### src/rtl/vga_scanout.sv
// vga_scanout: VGA timing generator and frame-buffer scanout; define VGA_PAGE_FLIP_EN for two-page flipping
module vga_scanout #(
    parameter int    H_LINE        = 640,
    parameter int    H_FRONT_PORCH = 16,
    parameter int    H_SYNC_PULSE  = 96,
    parameter int    H_BACK_PORCH  = 48,
    parameter int    V_LINE        = 480,
    parameter int    V_FRONT_PORCH = 10,
    parameter int    V_SYNC_PULSE  = 2,
    parameter int    V_BACK_PORCH  = 33,
    parameter int    H_SCALE       = 1,
    parameter int    V_SCALE       = 1,
    parameter string PIXEL_FORMAT  = "rgb332",
    parameter int    RD_LATENCY    = 1,
    localparam int   DEPTH         = (PIXEL_FORMAT == "rgb12") ? 12 : 8,
    localparam int   PW            = H_LINE / H_SCALE,
    localparam int   PH            = V_LINE / V_SCALE,
    localparam int   PAGE          = PW * PH,
`ifdef VGA_PAGE_FLIP_EN
    localparam int   ADDR_W        = $clog2(2 * PAGE)
`else
    localparam int   ADDR_W        = $clog2(PAGE)
`endif
) (
    input  logic              pxclk,
    input  logic              rst_n,
    input  logic              enable,
    input  logic              page_sel,
    output logic              fb_rd,
    output logic [ADDR_W-1:0] fb_addr,
    input  logic [DEPTH-1:0]  fb_data,
    output logic [3:0]        r,
    output logic [3:0]        g,
    output logic [3:0]        b,
    output logic              hsync,
    output logic              vsync,
    output logic              page_active,
    output logic              frame_start
);
    localparam int H_TOTAL = H_LINE + H_FRONT_PORCH + H_SYNC_PULSE + H_BACK_PORCH;
    localparam int V_TOTAL = V_LINE + V_FRONT_PORCH + V_SYNC_PULSE + V_BACK_PORCH;
    localparam int HW      = $clog2(H_TOTAL);
    localparam int VW      = $clog2(V_TOTAL);
    localparam int HSW     = $clog2(H_SCALE + 1);
    localparam int VSW     = $clog2(V_SCALE + 1);
    localparam int PL      = RD_LATENCY + 1;

    if (PIXEL_FORMAT != "rgb332" && PIXEL_FORMAT != "rgb12") begin : g_bad_fmt
        $error("vga_scanout: unsupported PIXEL_FORMAT %s", PIXEL_FORMAT);
    end
    if (RD_LATENCY < 1 || RD_LATENCY > 4) begin : g_bad_lat
        $error("vga_scanout: RD_LATENCY must be 1..4");
    end

    logic [HW-1:0]         h_cnt;
    logic [VW-1:0]         v_cnt;
    logic [HSW-1:0]        h_rep;
    logic [VSW-1:0]        v_rep;
    logic [ADDR_W-1:0]     col;
    logic [ADDR_W-1:0]     row_base;
    logic [ADDR_W-1:0]     page_base;
    logic [RD_LATENCY-1:0] rd_d;
    logic [PL-1:0]         hs_d;
    logic [PL-1:0]         vs_d;
    logic [11:0]           px;
    logic                  h_end, v_end, h_vis, v_vis, hs_raw, vs_raw, h_step, v_step;

    assign h_end  = h_cnt == HW'(H_TOTAL - 1);
    assign v_end  = v_cnt == VW'(V_TOTAL - 1);
    assign h_vis  = h_cnt < HW'(H_LINE);
    assign v_vis  = v_cnt < VW'(V_LINE);
    assign h_step = h_rep == HSW'(H_SCALE - 1);
    assign v_step = v_rep == VSW'(V_SCALE - 1);
    assign hs_raw = h_cnt >= HW'(H_LINE + H_FRONT_PORCH) && h_cnt <= HW'(H_LINE + H_FRONT_PORCH + H_SYNC_PULSE - 1);
    assign vs_raw = v_cnt >= VW'(V_LINE + V_FRONT_PORCH) && v_cnt <= VW'(V_LINE + V_FRONT_PORCH + V_SYNC_PULSE - 1);

    assign fb_rd       = h_vis && v_vis && enable;
    assign fb_addr     = fb_rd ? page_base + row_base + col : '0;
    assign frame_start = h_cnt == '0 && v_cnt == '0;
    assign hsync       = hs_d[RD_LATENCY];
    assign vsync       = vs_d[RD_LATENCY];

    if (DEPTH == 12) begin : g_rgb12
        assign px = fb_data;
    end else begin : g_rgb332
        assign px = {fb_data[7:5], fb_data[7], fb_data[4:2], fb_data[4], fb_data[1:0], fb_data[1:0]};
    end

`ifdef VGA_PAGE_FLIP_EN
    assign page_base = page_active ? ADDR_W'(PAGE) : '0;
    always_ff @(posedge pxclk) begin
        if (!rst_n)
            page_active <= 1'b0;
        else if (h_end && v_end)
            page_active <= page_sel;
    end
`else
    logic unused_page_sel;
    assign unused_page_sel = page_sel;
    assign page_active     = 1'b0;
    assign page_base       = '0;
`endif

    always_ff @(posedge pxclk) begin
        if (!rst_n) begin
            h_cnt    <= '0;
            v_cnt    <= '0;
            h_rep    <= '0;
            v_rep    <= '0;
            col      <= '0;
            row_base <= '0;
            rd_d     <= '0;
            hs_d     <= '0;
            vs_d     <= '0;
            r        <= '0;
            g        <= '0;
            b        <= '0;
        end else begin
            h_cnt <= h_end ? '0 : h_cnt + 1'b1;
            if (h_end)
                v_cnt <= v_end ? '0 : v_cnt + 1'b1;
            if (h_end) begin
                h_rep <= '0;
                col   <= '0;
            end else if (h_vis) begin
                h_rep <= h_step ? '0 : h_rep + 1'b1;
                col   <= h_step ? col + 1'b1 : col;
            end
            if (h_end && v_end) begin
                v_rep    <= '0;
                row_base <= '0;
            end else if (h_end && v_vis) begin
                v_rep    <= v_step ? '0 : v_rep + 1'b1;
                row_base <= v_step ? row_base + ADDR_W'(PW) : row_base;
            end
            rd_d      <= (rd_d << 1) | RD_LATENCY'(fb_rd);
            hs_d      <= (hs_d << 1) | PL'(hs_raw);
            vs_d      <= (vs_d << 1) | PL'(vs_raw);
            {r, g, b} <= rd_d[RD_LATENCY-1] ? px : 12'h000;
        end
    end
endmodule

### config.mk
export PLATFORM = sky130hd
export DESIGN_NAME = vga_scanout
export DESIGN_NICKNAME = d
export VERILOG_FILES = /design/src/rtl/vga_scanout.sv
export SDC_FILE = /design/constraint.sdc
export NUM_CORES = 1
export LEC_CHECK = 0
export ABC_CLOCK_PERIOD_IN_PS = 2650
export BUFFER_PORTS_ARGS = -buffer_cell sky130_fd_sc_hd__buf_2
export CELL_PAD_IN_SITES_DETAIL_PLACEMENT = 1
export CELL_PAD_IN_SITES_GLOBAL_PLACEMENT = 2
export CORE_ASPECT_RATIO = 0.75
export CORE_UTILIZATION = 34
export DETAILED_ROUTE_END_ITERATION = 10
export GPL_TIMING_DRIVEN = 0
export PLACE_DENSITY = 0.76
export SYNTH_ARGS = -nofsm -noshare
export SYNTH_HDL_FRONTEND = slang
export SYNTH_SLANG_ARGS = --single-unit
### constraint.sdc
create_clock -name pxclk -period 2.65 [get_ports pxclk]
set_input_delay 0.265 -clock pxclk [delete_from_list [all_inputs] [get_ports pxclk]]
set_output_delay 0.265 -clock pxclk [all_outputs]
set_load 0.01 [all_outputs]
==> impl_metrics.py, run 1 <==
metrics = {
    "run_status": {
        "status": "finished clean",
    },
    "cells_and_area": {
        "nets": 479,
        "final_common_cell": "dfxtp_1",
        "layout_common_cells": "61 x dfxtp_1, 58 x nor2_1, 53 x buf_2",
        "area.growth.synth_to_final_pct": 22.37,
        "diodes": 0,
        "postLayoutCoreUtil_pct": 42.87,
        "drive_above_1_share_pct": 21.59,
        "finalNonFillerCells": 586,
    },
    "global_routing": {
        "antenna_found_initial": 0,
        "grt_pass1_wl_um": 14410,
        "first_global_vias": 2773,
        "grt_util_all_layers_pct": 18.59,
        "grt_max_degree": 11,
        "grt_overflow": 0,
    },
    "placement": {
        "portBuffers": 45,
        "gp_congestion": 0.7404,
        "post-place-ws_ps": 214.0,
        "dp_cells": 569,
        "dp_hpwl_um": 6685,
    },
    "logic_synthesis": {
        "netlist_instances": 392,
        "synth_enable_flop_cells": 0,
        "syn_nets": 422,
        "yosysWarnings": 0,
        "syn_avg_cell_area_um2": 8.631,
        "synth_area_um2": 3383,
        "synth-seq-area-share_pct": 37.87,
        "synth.ff_latch_count": 64,
        "ys.flop_type": "dfxtp_1",
        "synth_cell_type_count": 50,
        "synthArstFlopShare_pct": 0,
    },
    "timing": {
        "period_share_pct": 95.74,
        "max_freq_mhz": 394.1,
        "maxSlewHeadroom_pct": 58.32,
        "hold_violations": 0,
        "tns_ps": 0,
        "period_needed_ps": 2537,
        "clock_skew_ps": 3.747,
        "rsz0062_at_grt": "true",
        "tightest_slew_ps": 625.3,
        "setup_viol": 0,
        "slew_viol_final": 0,
        "setup_slack_ps": 112.9,
    },
    "setup_path": {
        "crit_fanout": 6,
        "criticalPathCategory": "reg2out",
        "startpoint": "col[8]$_SDFFE_PP0N_",
        "cp-end-kind": "primary output",
        "start_kind": "register",
        "cp.required_ps": 2380,
        "crit_arrival_ps": 2270,
        "reg2reg_from": "h_cnt[0]$_SDFF_PP0_",
    },
    "clock_network": {
        "path_clk_slew_ps": 50,
        "root_buffer": "clkbuf_16",
        "clk_path_buf_depth": 2,
        "worstSkewPairLatency_ps": 330,
        "cts_tree": "built",
        "clkSinkCount": 64,
        "numCtsBuffers": 9,
        "h-tree-depth": 3,
        "cts_hold_buf": 0,
    },
    "die": {
        "rows": 31,
        "die_area_um2": 10360,
        "die_h_um": 88.39,
        "die_x_um": 117.2,
        "start_util_pct": 35.03,
        "core-area_um2": 9658,
        "ioPinCount": 48,
    },
    "hold_path": {
        "hp-class": "in2reg",
        "holdCritStartpoint": "fb_data[3]",
    },
    "routing": {
        "first_pass_iters": 4,
        "first_iter_violations": 74,
        "drtAntennaViolNets": 0,
        "wire_per_inst_um": 15.20,
        "drt_wl_total_um": 8907,
        "vias_per_cell": 4.896,
        "num_vias": 2869,
        "post-route-drc-count": 0,
    },
    "pwr": {
        "seqPwrFrac_pct": 42.5,
        "power.switching_uw": 487.8,
        "irDropWorstVdd_mv": 0.3253,
        "internal_power_uw": 1841,
        "sw_frac_of_total_pct": 20.95,
        "power.density_nw_per_um2": 562.4,
        "leakage_uw": 0.001766,
        "pwr-share-comb_pct": 3.7,
        "clockPowerShare_pct": 53.9,
    },
    "flow_run": {
        "max_cap_violations": 0,
    },
}
-- kinds of logic (layout without fill, tap and decap cells) --
family,count (synthesis),after routing,share of synthesized area (%)
AND/OR/NAND/NOR,189,189,29.59
flip-flops,64,64,37.87
XOR/XNOR,46,46,11.91
AO/OA/AOI/OAI,44,44,8.321
buffers and inverters,28,90,4.734
adder cells (fa/ha/maj),18,18,6.879
multiplexers,2,2,0.5917
other,1,1,0.1108
-- flip-flops by register name, summed over array words and instances, names as in the netlist --
name	cells
b	2
col	19
g	3
h_cnt	10
hs_d	2
r	3
rd_d	1
row_base	12
v_cnt	10
vs_d	2
-- routing by layer --
layer  GRT usage (%)  wire, um  part of all wire [%]  vias up
met4           5.869       103                   1.2        0
met3           4.178       207                   2.3        9
met5               0         0                     0        -
li1                -         -                     -     1471
met2           27.17      3716                    42       23
met1           26.92      4880                    55     1366
-- through the flow --
stage	power (uW)	area, um^2	hold slack (ps)
floorplan	1056	3383	410.9
global placement	1093	3774	416.2
detailed placement	1095	3774	421.1
CTS	2355	4111	162.5
global route	2408	4140	174.8
finish	2328	4140	172.1
-- cell usage after synthesis, types with 2 or more instances --
library cell	instances	area, um^2
dfxtp_1	64	1281
nor2_1	59	221.5
nand2_1	26	97.59
xnor2_1	24	210.2
xor2_1	22	192.7
and3_1	17	106.4
ha_1	17	212.7
a21oi_1	15	75.07
nand3_1	14	70.07
and2_1	13	81.33
nor3_1	13	65.06
o21ai_0	13	65.06
nand4_1	12	75.07
inv_1	9	33.78
buf_2	8	40.04
or3_1	8	50.05
buf_4	6	45.04
nor4_1	6	37.54
and4_1	3	26.28
buf_6	3	33.78
a211oi_1	2	15.01
a31oi_1	2	12.51
clkbuf_1	2	7.510
mux2i_1	2	20.02
nand2b_1	2	12.51
nand4_2	2	25.02
nand4b_1	2	17.52
nor2b_1	2	12.51
o21a_1	2	15.01
o31ai_1	2	15.01
-- critical path, cell delays in order, from the launching register on --
cell and delay [ps]:
dfxtp_1 450, ha_1 280, a21oi_1 240, o2111ai_2 260, nor3b_1 220, o21a_1 180, o21a_1 180, buf_2 140
-- cell type report --
class	instances	area (um^2)
fill	1143	5518
multi-input combinational	300	1978
sequential	64	1285
clock buffer	14	284.0
timing repair buffer	46	232.7
tap	132	165.2
buffer	19	126.4
clock inverter	2	35.03
inverter	9	33.78
-- power by group through the flow --
stage | clock network [uW] | logic (uW) | registers [uW]
CTS | 1280 | 86.8 | 988
global route | 1320 | 96.4 | 990
detailed placement | 0 | 86.0 | 1010
finish | 1250 | 85.3 | 988
floorplan | 0 | 49.6 | 1010
global placement | 0 | 85.3 | 1010
-- path summary, 6_finish.rpt --
| check | to | slack [ps] | cells past startpoint |
|---|---|---|---|
| worst max-delay path | fb_addr[18] | 110 | 7 |
| worst min-delay path | g[2]$_SDFF_PN0_ | 170 | 2 |
| worst max register to register | col[0]$_SDFFE_PP0N_ | 610 | 7 |
| worst min register to register | hs_d[1]$_SDFF_PN0_ | 430 | 1 |
-- timing repair --
item | 4_1_cts | 5_1_grt
hold endpoints to repair | 0 | 0
gates resized for setup | 4 | 7
pin swaps | 1 | 5
endpoints found under the setup margin | 4 | 12
setup buffers | 0 | 1
Power figures use the tool's default switching activity.
==> run 2: changes to the inputs <==
--- a/config.mk
+++ b/config.mk
@@ -5,7 +5,7 @@
 export SDC_FILE = /design/constraint.sdc
 export NUM_CORES = 1
 export LEC_CHECK = 0
-export ABC_CLOCK_PERIOD_IN_PS = 2650
+export ABC_CLOCK_PERIOD_IN_PS = 2900
 export BUFFER_PORTS_ARGS = -buffer_cell sky130_fd_sc_hd__buf_2
 export CELL_PAD_IN_SITES_DETAIL_PLACEMENT = 1
 export CELL_PAD_IN_SITES_GLOBAL_PLACEMENT = 2
==> constraint.sdc (replaced) <==
create_clock -name pxclk -period 2.9 [get_ports pxclk]
set_input_delay 0.29 -clock pxclk [delete_from_list [all_inputs] [get_ports pxclk]]
set_output_delay 0.29 -clock pxclk [all_outputs]
set_load 0.01 [all_outputs]
==> run 2 against run 1 <==
Net effect:
- via count is 1.1% higher
- combinational power decreased by 9.3%
- register-to-register slack better by 250 ps
- wire length up 0.26%
- cell area decreased by 1.0%
- flip-flop and latch count unchanged
- sequential power down 8.6%
- die area unchanged
- total power shrank 8.7%
- worst setup slack better by 39 ps
- core utilization fell by 0.44 points
- critical endpoint is now fb_addr[17]
- largest power group unchanged
==> impl_metrics.py, run 2 (synthesized netlist as in run 1, its figures left out) <==
metrics = {
    "cells_and_area": {
        "final_common_cell": "dfxtp_1",
        "regMostFlops": "col",
        "largest_reg_flops": 19,
        "reg_top3": "col x19, row_base x12",
        "area.growth.synth_to_final_pct": 21.12,
        "layout_common_cells": "64 x dfxtp_1, 59 x nor2_1, 53 x buf_2",
        "nets": 478,
        "diodes": 0,
        "postLayoutCoreUtil_pct": 42.43,
        "drive_above_1_share_pct": 19.43,
        "finalNonFillerCells": 585,
    },
    "routing": {
        "first_iter_violations": 72,
        "vias_per_cell": 4.959,
        "post-route-drc-count": 0,
        "wire_per_inst_um": 15.26,
        "first_pass_iters": 4,
        "num_vias": 2901,
        "drt_wl_total_um": 8930,
        "drtAntennaViolNets": 0,
    },
    "clock_network": {
        "h-tree-depth": 3,
        "root_buffer": "clkbuf_16",
        "worstSkewPairLatency_ps": 330,
        "numCtsBuffers": 9,
        "clk_path_buf_depth": 2,
        "path_clk_slew_ps": 50,
        "cts_tree": "built",
        "clkSinkCount": 64,
    },
    "global_routing": {
        "grt_pass1_wl_um": 14300,
        "antenna_found_initial": 0,
        "grt_max_degree": 11,
        "grt_overflow": 0,
        "first_global_vias": 2757,
        "grt_util_all_layers_pct": 18.47,
    },
    "pwr": {
        "irDropWorstVdd_mv": 0.3001,
        "power.density_nw_per_um2": 518.8,
        "total_power_uw": 2126,
        "leakage_uw": 0.001761,
    },
    "hold_path": {
        "hold_path_depth": 2,
        "hp-class": "in2reg",
        "holdCritStartpoint": "fb_data[3]",
        "hold-path-endpoint": "g[2]$_SDFF_PN0_",
    },
    "run_status": {
        "status": "finished clean",
    },
    "placement": {
        "dp_hpwl_um": 6685,
        "portBuffers": 45,
        "post-place-ws_ps": 439.0,
        "dp_cells": 569,
        "gp_congestion": 0.7404,
    },
    "setup_path": {
        "cp_slowest_cell": "fa_1",
        "reg2reg_from": "h_cnt[0]$_SDFF_PP0_",
        "critPathMaxStageDelay_ps": 460,
        "crit_fanout": 5,
        "path_buf_inv": 1,
        "crit_arrival_ps": 2460,
        "cp.required_ps": 2610,
        "r2r_slack_ps": 860,
        "cp-end-kind": "primary output",
        "ff2ff_path_depth": 7,
        "path_cells": "ha_1 -> fa_1 -> a211oi_2 -> nor2_1 -> o31ai_1 -> a211o_1 -> nand2_1 -> buf_2",
        "start_kind": "register",
        "r2r-end": "col[0]$_SDFFE_PP0N_",
        "crit_family": "compound AO/OA/AOI/OAI gates",
        "criticalPathCategory": "reg2out",
    },
    "timing": {
        "setup_viol": 0,
        "hold_violations": 0,
        "period_needed_ps": 2748,
        "clock_skew_ps": 3.612,
        "whs_ps": 196.5,
        "tightest_slew_ps": 622.7,
        "slew_viol_final": 0,
        "maxSlewHeadroom_pct": 58.49,
        "setup_slack_ps": 151.9,
        "period_share_pct": 94.76,
        "max_freq_mhz": 363.9,
    },
    "die": {
        "core-area_um2": 9658,
        "ioPinCount": 48,
        "rows": 31,
        "die_h_um": 88.39,
        "die_x_um": 117.2,
        "die_area_um2": 10360,
        "start_util_pct": 35.03,
    },
    "flow_run": {
        "max_cap_violations": 0,
    },
}
run 2: cell type report:
| type | count | area (um^2) |
|---|---|---|
| clock inverter | 2 | 35.03 |
| sequential | 64 | 1281 |
| inverter | 9 | 33.78 |
| buffer | 19 | 126.4 |
| fill | 1149 | 5560 |
| clock buffer | 14 | 284.0 |
| timing repair buffer | 45 | 225.2 |
| tap | 132 | 165.2 |
| multi-input combinational | 300 | 1947 |
run 2: worst reg2reg max path, cell delays in order (launching register included):
cell and delay, ps:
dfxtp_1 400, ha_1 240, and4_4 280, and3_1 260, nand2b_1 120, buf_2 230
buf_2 300, nor2_1 80
run 2: power by group:
part	internal [uW]	switching [uW]	leakage, uW
Combinational	33.1	44.4	0.00108
Clock	758	387	0.000159
Sequential	891	12.3	0.000517
Total	1680	444	0.00176
run 2: worst max-delay path by stage:
stage	slack [ps]	to	cells after the start	from
after floorplan	770	fb_addr[15]	7	col[7]$_SDFFE_PP0N_
after global placement	480	fb_addr[17]	8	col[7]$_SDFFE_PP0N_
after detailed placement	440	fb_addr[17]	8	col[7]$_SDFFE_PP0N_
after CTS	80	fb_addr[17]	8	col[7]$_SDFFE_PP0N_
after global routing	-6	fb_addr[17]	8	col[7]$_SDFFE_PP0N_
final	150	fb_addr[17]	8	col[7]$_SDFFE_PP0N_
run 2: timing repair:
| action | CTS | global route |
|---|---|---|
| gates resized for setup | 0 | 1 |
| buffers inserted | 0 | 0 |
| hold buffers | 0 | 0 |
| endpoints found under the setup margin | 0 | 3 |
run 2: stage by stage:
stage               area, um^2  setup TNS [ps]
floorplan                 3383               0
global placement          3774               0
finish                    4098               0
CTS                       4093               0
global route              4098          -6.458
detailed placement        3774               0
run 2: metal layers:
metal  part of all wire (%)  GRT usage (%)  vias up
met1                     54          26.83     1392
met5                      0              0        -
met3                    2.8          4.178       11
li1                       -              -     1468
met2                     42          26.84       30
met4                    1.3          5.869        0
